[config.mk]
export PLATFORM = sky130hd
export DESIGN_NAME = decode_stage
export DESIGN_NICKNAME = d
export VERILOG_FILES = /design/src/rtl/decode_stage.sv
export SDC_FILE = /design/constraint.sdc
export NUM_CORES = 1
export LEC_CHECK = 0
export BUFFER_PORTS_ARGS = -buffer_cell sky130_fd_sc_hd__buf_2
export CORE_AREA = 2 2 108 163
export DETAILED_ROUTE_END_ITERATION = 6
export DIE_AREA = 0 0 110 165
export PLACE_DENSITY = 0.78
export SLEW_MARGIN = 20
export SYNTH_ARGS = -nofsm -noshare
export SYNTH_HDL_FRONTEND = slang
export SYNTH_SLANG_ARGS = --single-unit
[constraint.sdc]
create_clock -name clk -period 2.9 [get_ports clk]
set_clock_uncertainty 0.15 [all_clocks]
set_input_delay 0.145 -clock clk [delete_from_list [all_inputs] [get_ports clk]]
set_output_delay 0.145 -clock clk [all_outputs]
set_load 0.02 [all_outputs]
[src/rtl/decode_stage.sv]
// RV32I decode stage: combinational decode of R/I/S/B/U/J formats into a registered
// payload, with a one-entry skid register so in_ready comes straight from a flop.
module decode_stage #(
  parameter int XLEN     = 32,
  parameter int NUM_REGS = 32
) (
  input  logic                        clk,
  input  logic                        rst_n,
  input  logic                        flush,
  input  logic                        in_valid,
  output logic                        in_ready,
  input  logic [31:0]                 in_instr,
  input  logic [XLEN-1:0]             in_pc,
  output logic                        out_valid,
  input  logic                        out_ready,
  output logic [XLEN-1:0]             out_pc,
  output logic [2:0]                  out_fmt,
  output logic [6:0]                  out_opcode,
  output logic [2:0]                  out_funct3,
  output logic [6:0]                  out_funct7,
  output logic [$clog2(NUM_REGS)-1:0] out_rd,
  output logic [$clog2(NUM_REGS)-1:0] out_rs1,
  output logic [$clog2(NUM_REGS)-1:0] out_rs2,
  output logic                        out_rd_we,
  output logic                        out_rs1_en,
  output logic                        out_rs2_en,
  output logic [XLEN-1:0]             out_imm,
  output logic                        out_illegal
);

  localparam int RA_W = $clog2(NUM_REGS);
  localparam logic [5:0] NREGS = 6'(NUM_REGS);

  localparam logic [2:0] FMT_R    = 3'd0;
  localparam logic [2:0] FMT_I    = 3'd1;
  localparam logic [2:0] FMT_S    = 3'd2;
  localparam logic [2:0] FMT_B    = 3'd3;
  localparam logic [2:0] FMT_U    = 3'd4;
  localparam logic [2:0] FMT_J    = 3'd5;
  localparam logic [2:0] FMT_NONE = 3'd7;

  localparam logic [6:0] OP_IMM = 7'b0010011;
  localparam logic [6:0] OP_LD  = 7'b0000011;
  localparam logic [6:0] OP_JLR = 7'b1100111;
  localparam logic [6:0] OP_REG = 7'b0110011;
  localparam logic [6:0] OP_ST  = 7'b0100011;
  localparam logic [6:0] OP_BR  = 7'b1100011;
  localparam logic [6:0] OP_LUI = 7'b0110111;
  localparam logic [6:0] OP_AUI = 7'b0010111;
  localparam logic [6:0] OP_JAL = 7'b1101111;

  typedef struct packed {
    logic [XLEN-1:0] pc;
    logic [2:0]      fmt;
    logic [6:0]      opcode;
    logic [2:0]      funct3;
    logic [6:0]      funct7;
    logic [RA_W-1:0] rd;
    logic [RA_W-1:0] rs1;
    logic [RA_W-1:0] rs2;
    logic            rd_we;
    logic            rs1_en;
    logic            rs2_en;
    logic [XLEN-1:0] imm;
    logic            illegal;
  } payload_t;

  typedef enum logic [1:0] {S_EMPTY, S_ONE, S_TWO} state_t;

  logic [6:0]  w_op;
  logic [2:0]  w_f3;
  logic [6:0]  w_f7;
  logic [4:0]  w_rd;
  logic [4:0]  w_rs1;
  logic [4:0]  w_rs2;
  logic [2:0]  w_fmt;
  logic        w_bad;
  logic        w_use_rs1;
  logic        w_use_rs2;
  logic        w_use_rd;
  logic [31:0] w_imm32;
  logic        w_in_fire;
  payload_t    w_dec;

  state_t      r_state;
  logic        r_in_ready;
  logic        r_out_valid;
  payload_t    r_main;
  payload_t    r_skid;

  assign w_op  = in_instr[6:0];
  assign w_f3  = in_instr[14:12];
  assign w_f7  = in_instr[31:25];
  assign w_rd  = in_instr[11:7];
  assign w_rs1 = in_instr[19:15];
  assign w_rs2 = in_instr[24:20];

  always_comb begin
    w_fmt = FMT_NONE;
    case (w_op)
      OP_IMM, OP_LD, OP_JLR: w_fmt = FMT_I;
      OP_REG:                w_fmt = FMT_R;
      OP_ST:                 w_fmt = FMT_S;
      OP_BR:                 w_fmt = FMT_B;
      OP_LUI, OP_AUI:        w_fmt = FMT_U;
      OP_JAL:                w_fmt = FMT_J;
      default:               w_fmt = FMT_NONE;
    endcase

    w_use_rs1 = (w_fmt == FMT_R) || (w_fmt == FMT_I) || (w_fmt == FMT_S) || (w_fmt == FMT_B);
    w_use_rs2 = (w_fmt == FMT_R) || (w_fmt == FMT_S) || (w_fmt == FMT_B);
    w_use_rd  = (w_fmt == FMT_R) || (w_fmt == FMT_I) || (w_fmt == FMT_U) || (w_fmt == FMT_J);

    w_bad = (in_instr[1:0] != 2'b11) || (w_fmt == FMT_NONE);
    if (w_op == OP_REG) begin
      if ((w_f7 != 7'h00) && (w_f7 != 7'h20)) w_bad = 1'b1;
      if ((w_f7 == 7'h20) && (w_f3 != 3'd0) && (w_f3 != 3'd5)) w_bad = 1'b1;
    end
    if (w_op == OP_IMM) begin
      if ((w_f3 == 3'd1) && (w_f7 != 7'h00)) w_bad = 1'b1;
      if ((w_f3 == 3'd5) && (w_f7 != 7'h00) && (w_f7 != 7'h20)) w_bad = 1'b1;
    end
    // RV32E-style configs: any referenced register outside the file is illegal
    if (w_use_rs1 && ({1'b0, w_rs1} >= NREGS)) w_bad = 1'b1;
    if (w_use_rs2 && ({1'b0, w_rs2} >= NREGS)) w_bad = 1'b1;
    if (w_use_rd  && ({1'b0, w_rd}  >= NREGS)) w_bad = 1'b1;

    case (w_fmt)
      FMT_I:   w_imm32 = {{20{in_instr[31]}}, in_instr[31:20]};
      FMT_S:   w_imm32 = {{20{in_instr[31]}}, in_instr[31:25], in_instr[11:7]};
      FMT_B:   w_imm32 = {{19{in_instr[31]}}, in_instr[31], in_instr[7], in_instr[30:25],
                          in_instr[11:8], 1'b0};
      FMT_U:   w_imm32 = {in_instr[31:12], 12'h000};
      FMT_J:   w_imm32 = {{11{in_instr[31]}}, in_instr[31], in_instr[19:12], in_instr[20],
                          in_instr[30:21], 1'b0};
      default: w_imm32 = 32'h0;
    endcase

    w_dec         = '0;
    w_dec.pc      = in_pc;
    w_dec.opcode  = w_op;
    w_dec.funct3  = w_f3;
    w_dec.funct7  = w_f7;
    w_dec.rd      = w_rd[RA_W-1:0];
    w_dec.rs1     = w_rs1[RA_W-1:0];
    w_dec.rs2     = w_rs2[RA_W-1:0];
    if (w_bad) begin
      w_dec.fmt     = FMT_NONE;
      w_dec.illegal = 1'b1;
    end else begin
      w_dec.fmt     = w_fmt;
      w_dec.rd_we   = w_use_rd && (w_rd != 5'd0);
      w_dec.rs1_en  = w_use_rs1;
      w_dec.rs2_en  = w_use_rs2;
      w_dec.imm     = XLEN'($signed(w_imm32));
    end
  end

  assign w_in_fire = in_valid && r_in_ready;

  // Main register always holds the oldest entry; skid only fills when main stalls
  always_ff @(posedge clk or negedge rst_n) begin
    if (!rst_n) begin
      r_state     <= S_EMPTY;
      r_in_ready  <= 1'b1;
      r_out_valid <= 1'b0;
      r_main      <= '0;
      r_skid      <= '0;
    end else if (flush) begin
      r_state     <= S_EMPTY;
      r_in_ready  <= 1'b1;
      r_out_valid <= 1'b0;
    end else begin
      case (r_state)
        S_EMPTY: begin
          if (w_in_fire) begin
            r_main      <= w_dec;
            r_state     <= S_ONE;
            r_out_valid <= 1'b1;
          end
        end
        S_ONE: begin
          if (w_in_fire && out_ready) begin
            r_main <= w_dec;
          end else if (w_in_fire) begin
            r_skid     <= w_dec;
            r_state    <= S_TWO;
            r_in_ready <= 1'b0;
          end else if (out_ready) begin
            r_state     <= S_EMPTY;
            r_out_valid <= 1'b0;
          end
        end
        S_TWO: begin
          if (out_ready) begin
            r_main     <= r_skid;
            r_state    <= S_ONE;
            r_in_ready <= 1'b1;
          end
        end
        default: begin
          r_state     <= S_EMPTY;
          r_in_ready  <= 1'b1;
          r_out_valid <= 1'b0;
        end
      endcase
    end
  end

  assign in_ready    = r_in_ready;
  assign out_valid   = r_out_valid;
  assign out_pc      = r_main.pc;
  assign out_fmt     = r_main.fmt;
  assign out_opcode  = r_main.opcode;
  assign out_funct3  = r_main.funct3;
  assign out_funct7  = r_main.funct7;
  assign out_rd      = r_main.rd;
  assign out_rs1     = r_main.rs1;
  assign out_rs2     = r_main.rs2;
  assign out_rd_we   = r_main.rd_we;
  assign out_rs1_en  = r_main.rs1_en;
  assign out_rs2_en  = r_main.rs2_en;
  assign out_imm     = r_main.imm;
  assign out_illegal = r_main.illegal;

endmodule

==> flow_summary.yaml, run 1 <==
outcome:
  status: "finished, final reports clean"
cts:
  clk_pin_slew_ns: 0.06
  clk_latency_ns: 0.49
  root_buffer: "clkbuf_16"
  htreeDepth: 1
  cts_buffers: 20
  max-clock-path-buffers: 3
  cts_tree: "done"
  cts_sinks: 210
sta:
  worst_pin_slew_ns: 0.849
  fin_crit_ns: 2.75
  finalMaxSlewViolations: 0
  fmax_ghz: 0.364
  max-slew-margin-rel: 0.434
  grt_setup_unrepaired: "false"
  post-route-period-util: 0.948
  setup_slack_ns: 0.150
  hold_viol: 0
  setup_viol: 0
  final.setup.tns_ns: 0
setup_path:
  critPathArrivalTime_ns: 3.03
  crit_chain: "dlygate4sd3_1 > buf_2 > nand3b_1 > nor3_2 > inv_1 > ha_2 > nand2_1 > nand2_1 > a21o_1 > a211oi_4 > buf_4 > buf_12 > and3_4 > a22o_1"
  crit_path_start_kind: "primary input"
  crit_fanout: 31
  required_ns: 3.18
  crit_path_max_incr_delay_ns: 0.55
  critical_path_class: "primary input to flip-flop"
  rr_startpoint: "in_ready"
  cp_slowest_cell: "dlygate4sd3_1"
  path_common_cell: "nand2_1"
  worst_setup_path_end_kind: "flip-flop"
  crit_start: "in_instr[3]"
synth:
  synthesis.nets: 1041
  synth-async-reset-ratio: 1.00
  ys_top_cells_by_count: "dfrtp_1 (209), nand2_1 (199), nor2_1 (114), a21oi_1 (70), a31oi_1 (65)"
  yosysWarnings: 0
  ys_seq_elements: 210
  post-synth-top-count-cell: "dfrtp_1"
  yosysTopAreaCellShare: 0.566
  synth-edff-count: 0
  synth_top_cell_by_area: "dfrtp_1"
  synth_area_leaders: "dfrtp_1 (57%), nand2_1 (8.1%), mux2_2 (6.6%), nor2_1 (4.6%), a31oi_1 (4.4%)"
  synth_cell_types: 51
  syn_avg_cell_area_um2: 9.51
  ys_seq_area_frac: 0.569
  synth_flop_cell: "dfrtp_1"
  syn_area_um2: 9240
  synthCells: 971
detailed_routing:
  wl_per_cell_um: 18.6
  drc: 0
  drt_wl_total_um: 26300
  vias: 8239
  drt_iter0_drc: 665
  post_drt_via_cell_ratio: 5.82
  ant_nets: 0
  firstDrtPassIters: 6
die:
  die_x_um: 110
  core_um2: 16600
  die_h_um: 165
  io_pins: 174
  start_util: 0.556
  die_area_um2: 18200
  placementRows: 58
grt:
  grt_pass1_wl_um: 41400
  gr-usage-all-layers: 0.293
  grt_max_degree: 78
  antenna_found_initial: 0
  grt_overflow: 0
  first_global_vias: 8135
placed_design:
  gp_routability_congestion: 0.860
  dp_hpwl_um: 16800
  numPortBuffers: 173
  preCtsSetupSlack_ns: 0.125
hold_path:
  hp-class: "primary input to async pin"
finish:
  drive_gt1_frac: 0.252
  syn2layout_area_growth_pct: 28.8
  nFillCells: 1166
  fin_nets: 1261
flow_run:
  drv_cap: 0
power:
  sw_frac_of_total: 0.302
  cellPowerDensity_nw_per_um2: 732
  switchingPower_w: 0.00263
  p_comb_frac: 0.224
  p_leak_nw: 5.50
  ir_worst_vdd_v: 0.000490
  p_seq_frac: 0.451
  p_int_w: 0.00608
  clock_power_share: 0.325
[path summary, 6_finish.rpt]
| path | end | slack (ns) | depth (start not counted) |
|---|---|---|---|
| hold / removal | out_funct3[0] | 0.09 | 2 |
| max in group asynchronous | in_ready | 1.65 | 3 |
| min in group clk | r_skid[85] | 0.29 | 3 |
| setup / recovery | r_skid[9] | 0.15 | 14 |
| hold reg to reg | r_skid[26] | 0.32 | 2 |
| setup reg to reg | out_pc[27] | 0.27 | 8 |
[kinds of logic after synthesis]
group	count (synthesis)	share of synthesized area
compound gates	234	0.155
fa+ha+maj	1	0.00135
buf+inv	91	0.0378
simple gates	380	0.170
flops	210	0.569
mux	55	0.0669
[registers in the layout, summed over array words and instances, names as in the netlist, 2 cells and up]
signal	cells
r_skid	103
out_imm	32
out_pc	32
out_funct7	7
out_opcode	7
out_rd	5
out_rs1	5
out_rs2	5
out_fmt	3
out_funct3	3
r_state	2
[per-stage QoR]
step                      std cells  hold slack (ns)  utilization  area, µm²  total power [W]
final                          1416           0.0884        0.716      11900          0.00871
after global placement         1308           0.0742        0.629      10500          0.00574
after detailed placement       1308           0.0855        0.629      10500          0.00583
after floorplan                 971           -0.301            -       9240          0.00506
after global routing           1415            0.176        0.716      11900          0.00911
after CTS                      1413            0.135        0.714      11900          0.00873
[layout make-up]
class	count	area, µm²	share of cell area
Inverter	15	56.3	0.00473
Tap cell	210	263	0.0221
Timing Repair Buffer	274	1910	0.160
Clock inverter	6	108	0.00904
Multi-Input combinational cell	670	3700	0.311
Antenna cell	1	2.50	0.000210
Clock buffer	30	609	0.0512
Sequential cell	210	5260	0.442
[critical path: cells and delay by family]
| family | cells | cell delay [ns] |
|---|---|---|
| buffers and inverters | 5 | 1.15 |
| AND/OR/NAND/NOR | 5 | 0.90 |
| AO/OA/AOI/OAI | 3 | 0.60 |
| adder cells (fa/ha/maj) | 1 | 0.22 |
[layer usage]
layer | wire, µm | track usage | up-vias
met5 | 0 | 0 | -
met4 | 1290 | 0.130 | 0
met3 | 1710 | 0.0383 | 92
met2 | 13100 | 0.497 | 338
met1 | 10200 | 0.370 | 3999
li1 | - | - | 3810
[layout by cell type, fill, tap and decap left out, types with 3 or more instances in the layout]
master	instances
bufinv_16	3
buf_12	8
nand2_1	198
clkbuf_1	4
o41ai_1	12
nor3_1	3
clkbuf_8	6
dfrtp_1	209
dlygate4sd3_1	69
nand3b_1	3
clkbuf_16	21
buf_4	24
nand2b_1	4
o21ai_0	29
o211ai_1	3
nand3_1	29
nor2_1	112
o22ai_1	15
inv_1	15
and3_1	4
a21oi_1	70
a22oi_1	4
a21o_1	3
mux2_2	54
nand4_1	6
a31oi_1	65
buf_2	172
a22o_1	7
o21ai_1	10
[what timing repair did]
action / CTS / global route
endpoints found under the hold margin: 242 / 0
buffers inserted: 0 / 2
hold buffers: 69 / 0
gates resized for setup: 0 / 6
endpoints found under the setup margin: 0 / 50
[power by group through the flow]
| stage | clock (W) | sequential, W | combinational [W] |
|---|---|---|---|
| floorplan | 0 | 0.00430 | 0.000761 |
| global placement | 0 | 0.00393 | 0.00181 |
| detailed placement | 0 | 0.00396 | 0.00186 |
| CTS | 0.00287 | 0.00392 | 0.00194 |
| global route | 0.00300 | 0.00399 | 0.00212 |
| finish | 0.00283 | 0.00393 | 0.00195 |
No activity file was read; power rests on OpenSTA's default activity.
==> run 2: changes to the inputs <==
==> constraint.sdc (replaced) <==
create_clock -name clk -period 2.9 [get_ports clk]
set_clock_uncertainty 0.15 [all_clocks]
set_input_delay 0.29 -clock clk [delete_from_list [all_inputs] [get_ports clk]]
set_output_delay 0.29 -clock clk [all_outputs]
set_load 0.02 [all_outputs]
==> run 2 against run 1 <==
  * Global-route usage shrank 0.48 points
  * Cell area shrank 1.2%
  * Setup slack lost 0.046 ns
  * Core utilization shrank 0.84 points
  * Fmax shrank 1.7%
  * Critical path depth shrank 1
  * Wire length shrank 1.8%
  * Sequential cell count is the same
  * Clock power shrank 10%
  * Worst hold slack lost 0.051 ns
  * Via count shrank 0.72%
  * Sequential share of layout area grew 0.52 points
  * Largest cell class unchanged
==> flow_summary.yaml, run 2 (synthesis results as in run 1) <==
detailed_routing:
  drt_iter0_drc: 716
  vias: 8180
  drc: 0
  ant_nets: 0
  firstDrtPassIters: 7
  post_drt_via_cell_ratio: 5.79
  wl_per_cell_um: 18.3
  drt_wl_total_um: 25800
sta:
  max-slew-margin-rel: 0.600
  finalMaxSlewViolations: 0
  worst_pin_slew_ns: 0.600
  fin_crit_ns: 2.80
  hold_viol: 0
  post-route-period-util: 0.964
  fmax_ghz: 0.358
  setup_viol: 0
  holdWs_ns: 0.0376
placed_design:
  dp_hpwl_um: 16700
  place_area_um2: 10500
  gp_routability_congestion: 0.862
  numPortBuffers: 173
finish:
  final_cell_mix: "dfrtp_1 (209), nand2_1 (199), buf_2 (171)"
  drive_gt1_frac: 0.256
  stdcell_area_um2: 11800
  syn2layout_area_growth_pct: 27.3
  final_common_cell: "dfrtp_1"
  nFillCells: 1207
  fin_nets: 1259
  largest_register_ffs: 103
  final_util: 0.708
  top_register: "r_skid"
grt:
  grt_overflow: 0
  grt_pass1_wl_um: 40900
  grt_max_degree: 88
  first_global_vias: 8142
  antenna_found_initial: 1
  gr-usage-all-layers: 0.288
die:
  io_pins: 174
  core_um2: 16600
  placementRows: 58
  die_area_um2: 18200
  start_util: 0.556
  die_h_um: 165
  die_x_um: 110
flow_run:
  drv_cap: 0
power:
  switchingPower_w: 0.00260
  p_comb_frac: 0.230
  p_leak_nw: 5.45
  p_int_w: 0.00580
  p_seq_frac: 0.468
  sw_frac_of_total: 0.310
  clock_power_share: 0.302
  ir_worst_vdd_v: 0.000512
  cellPowerDensity_nw_per_um2: 714
cts:
  cts_tree: "done"
  max-clock-path-buffers: 3
  cts_sinks: 210
  root_buffer: "clkbuf_16"
  htreeDepth: 1
  clk_latency_ns: 0.50
  clk_pin_slew_ns: 0.07
  cts_buffers: 20
setup_path:
  required_ns: 3.16
  critPathArrivalTime_ns: 3.05
  crit_path_start_kind: "primary input"
  critical_path_class: "primary input to flip-flop"
  crit_fanout: 14
  worst_setup_path_end_kind: "flip-flop"
outcome:
  status: "finished, final reports clean"
hold_path:
  hp-class: "primary input to flip-flop"
==> run 2: metal layers <==
layer | vias up | global-route usage | wire length (µm)
met5 | - | 0 | 0
met2 | 341 | 0.484 | 13000
li1 | 3810 | - | -
met3 | 83 | 0.0383 | 1560
met4 | 0 | 0.142 | 1190
met1 | 3946 | 0.362 | 10000
==> run 2: critical path: stages <==
cell and delay [ns]:
dlygate4sd3_1 0.57, clkbuf_4 0.21, and3b_1 0.20, a22o_1 0.17, nand3_1 0.11, ha_2 0.23, nand2_1 0.11, nand2_1 0.06
a21o_1 0.21, a211oi_4 0.29, buf_4 0.19, nand3_4 0.18, o22ai_1 0.24
==> run 2: cell type report <==
type                            instances  area [µm²]  area share
Antenna cell                            1        2.50    0.000213
Multi-Input combinational cell        670        3700       0.315
Tap cell                              210         263      0.0223
Inverter                               15        56.3     0.00479
Clock buffer                           26         554      0.0471
Timing Repair Buffer                  272        1850       0.158
Sequential cell                       210        5260       0.447
Clock inverter                         10        75.1     0.00638
==> run 2: repair_timing <==
| action | CTS | global route |
|---|---|---|
| resized for setup | 0 | 10 |
| setup endpoints to repair | 0 | 34 |
| hold buffers | 63 | 0 |
| hold endpoints to repair | 174 | 0 |
| buffers inserted | 0 | 1 |
==> run 2: stage by stage <==
step / power, W / worst slack [ns] / TNS (ns) / cells
2_1_floorplan: 0.00506 / 0.0821 / 0 / 971
3_3_place_gp: 0.00574 / 0.112 / 0 / 1313
3_5_place_dp: 0.00582 / 0.0652 / 0 / 1313
4_1_cts: 0.00842 / 0.0405 / 0 / 1412
5_1_grt: 0.00881 / -0.0400 / -0.269 / 1414
6_report: 0.00840 / 0.104 / 0 / 1414
==> run 2: power by group through the flow <==
stage	Combinational (W)	Clock, W	Sequential [W]
global route	0.00211	0.00270	0.00400
global placement	0.00180	0	0.00393
CTS	0.00193	0.00258	0.00392
finish	0.00193	0.00254	0.00393
floorplan	0.000761	0	0.00430
detailed placement	0.00185	0	0.00397
==> run 2: worst paths after layout <==
kind                               from       endpoint  slack, ns  cells past startpoint
min in group asynchronous         rst_n     out_imm[7]       0.15                      2
max in group asynchronous         rst_n       in_ready       1.72                      3
hold reg to reg              r_skid[23]     r_skid[23]       0.32                      2
setup / recovery            in_instr[5]     out_imm[4]       0.10                     13
setup reg to reg             r_state[1]    out_imm[12]       0.66                      7
hold / removal             in_instr[31]  out_funct7[6]       0.04                      3
==> run 3: changes to the inputs <==
CORE_AREA = 2 2 121 146   (was 2 2 108 163)
DIE_AREA = 0 0 123 148   (was 0 0 110 165)
SKIP_LAST_GASP = 1   (was default)
clock period = 2.7 ns   (was 2.9 ns; I/O delays follow)
==> run 3 against run 2 <==
  * Sequential power up 7.6%
  * Cell count up 0.85%
  * Combinational power up 7%
  * Core utilization up 0.068 points
  * Count of clock-buffer cells in the layout up 7
  * Sequential cell count unchanged
  * Worst hold slack worse by 0.021 ns
  * Critical endpoint is now r_skid[8]
  * Highest routed layer is now met5
==> flow_summary.yaml, run 3 (synthesis results as in run 1) <==
grt:
  gr-usage-all-layers: 0.284
  grt_pass1_wl_um: 41000
  grt_overflow: 0
  grt_max_degree: 95
  antenna_found_initial: 2
  first_global_vias: 8068
power:
  cellPowerDensity_nw_per_um2: 756
  ir_worst_vdd_v: 0.000445
  p_leak_nw: 5.50
  total_power_w: 0.00899
placed_design:
  place_area_um2: 10500
  gp_routability_congestion: 0.917
  preCtsSetupSlack_ns: -0.0376
  numPortBuffers: 173
  dp_hpwl_um: 16100
detailed_routing:
  firstDrtPassIters: 5
  post_drt_via_cell_ratio: 5.79
  drt_iter0_drc: 680
  drt_wl_total_um: 26200
  ant_nets: 0
  vias: 8263
  wl_per_cell_um: 18.4
  drc: 0
sta:
  setup_slack_ns: 0.0393
  post-route-period-util: 0.985
  final.setup.tns_ns: 0
  setup_viol: 0
  worst_pin_slew_ns: 0.924
  fmax_ghz: 0.376
  holdWs_ns: 0.0167
  hold_viol: 0
  finalMaxSlewViolations: 0
  max-slew-margin-rel: 0.384
  fin_crit_ns: 2.66
setup_path:
  critPathArrivalTime_ns: 2.93
  cp_slowest_cell: "dlygate4sd3_1"
  reg2reg_slack_ns: 0.35
  crit_path_start_kind: "primary input"
  worst_setup_path_end_kind: "flip-flop"
  required_ns: 2.97
  rr_startpoint: "in_ready"
  crit_start: "in_instr[1]"
  crit_chain: "dlygate4sd3_1 > buf_4 > nand3b_1 > nor3_2 > inv_1 > ha_4 > nand2_2 > nand2_1 > a21o_4 > a211oi_4 > buf_6 > buf_12 > and3_4 > a22o_1"
  crit_fanout: 16
  crit_path_max_incr_delay_ns: 0.58
  critical_path_class: "primary input to flip-flop"
cts:
  htreeDepth: 1
  cts_sinks: 210
  clk_latency_ns: 0.49
  clk_pin_slew_ns: 0.06
  cts_tree: "done"
  cts_buffers: 21
  root_buffer: "clkbuf_16"
  max-clock-path-buffers: 3
finish:
  largest_register_ffs: 103
  n_antenna_cell: 0
  nFillCells: 1203
  stdcell_area_um2: 11900
  syn2layout_area_growth_pct: 28.7
  final_cell_mix: "dfrtp_1 (209), nand2_1 (198), buf_2 (171)"
  top_register: "r_skid"
  final_common_cell: "dfrtp_1"
  drive_gt1_frac: 0.260
  fin_nets: 1267
die:
  die_x_um: 123
  io_pins: 174
  die_h_um: 148
  die_area_um2: 18200
  placementRows: 52
  core_um2: 16800
  start_util: 0.550
hold_path:
  hp-class: "primary input to flip-flop"
  worstHoldStart: "in_valid"
flow_run:
  drv_cap: 0
outcome:
  status: "finished, final reports clean"
==> run 3: changes by cell type in the layout (fill, tap and decap cells not counted), sizes merged <==
cell | previous run | this run
buf | 207 | 214
bufinv | 1 | 0
clkbuf | 28 | 36
clkinv | 9 | 3
diode | 1 | 0
dlygate4sd3 | 63 | 62
==> run 3: worst paths after layout <==
check,endpoint,cells past startpoint
worst max-delay path,r_skid[8],14
worst min-delay path,in_ready,4
worst max register to register,out_rs2_en,5
worst min register to register,r_skid[21],2
max in group asynchronous,out_imm[14],3
min in group asynchronous,r_skid[83],2
==> run 3: layout make-up <==
type / instances / area, µm² / area share
clock buffer: 33 / 601 / 0.0505
clock inverter: 3 / 15.0 / 0.00126
inverter: 15 / 56.3 / 0.00474
multi-input combinational: 670 / 3740 / 0.314
sequential: 210 / 5260 / 0.442
tap: 216 / 270 / 0.0227
timing repair buffer: 279 / 1950 / 0.164
==> run 3: timing repair <==
item                                   4_1_cts  5_1_grt
hold buffers                                62        0
buffers inserted                             0        2
setup endpoints to repair                    0       58
gates resized for setup                      0       12
endpoints found under the hold margin      203        0
==> run 3: critical path, delay by kind of cell <==
family                   cells  cell delay, ns
AO/OA/AOI/OAI                3            0.56
adder cells (fa/ha/maj)      1            0.20
buffers and inverters        5            1.16
AND/OR/NAND/NOR              5            0.75
==> run 3: through the flow <==
stage	std cells	utilization
final	1426	0.708
after detailed placement	1324	0.628
after global routing	1426	0.708
after global placement	1324	0.628
after floorplan	971	-
after CTS	1422	0.701
==> run 3: power by group <==
| part | internal, W | switching (W) |
|---|---|---|
| combinational | 0.000840 | 0.00123 |
| sequential | 0.00384 | 0.000393 |
| clock | 0.00152 | 0.00117 |
| total | 0.00620 | 0.00279 |
==> run 3: per-layer routing <==
| layer | track usage | vias up | part of all wire |
|---|---|---|---|
| met3 | 0.0424 | 78 | 0.065 |
| met4 | 0.120 | 4 | 0.042 |
| li1 | - | 3809 | - |
| met1 | 0.359 | 4042 | 0.39 |
| met2 | 0.484 | 330 | 0.50 |
| met5 | 0 | - | 0.0010 |
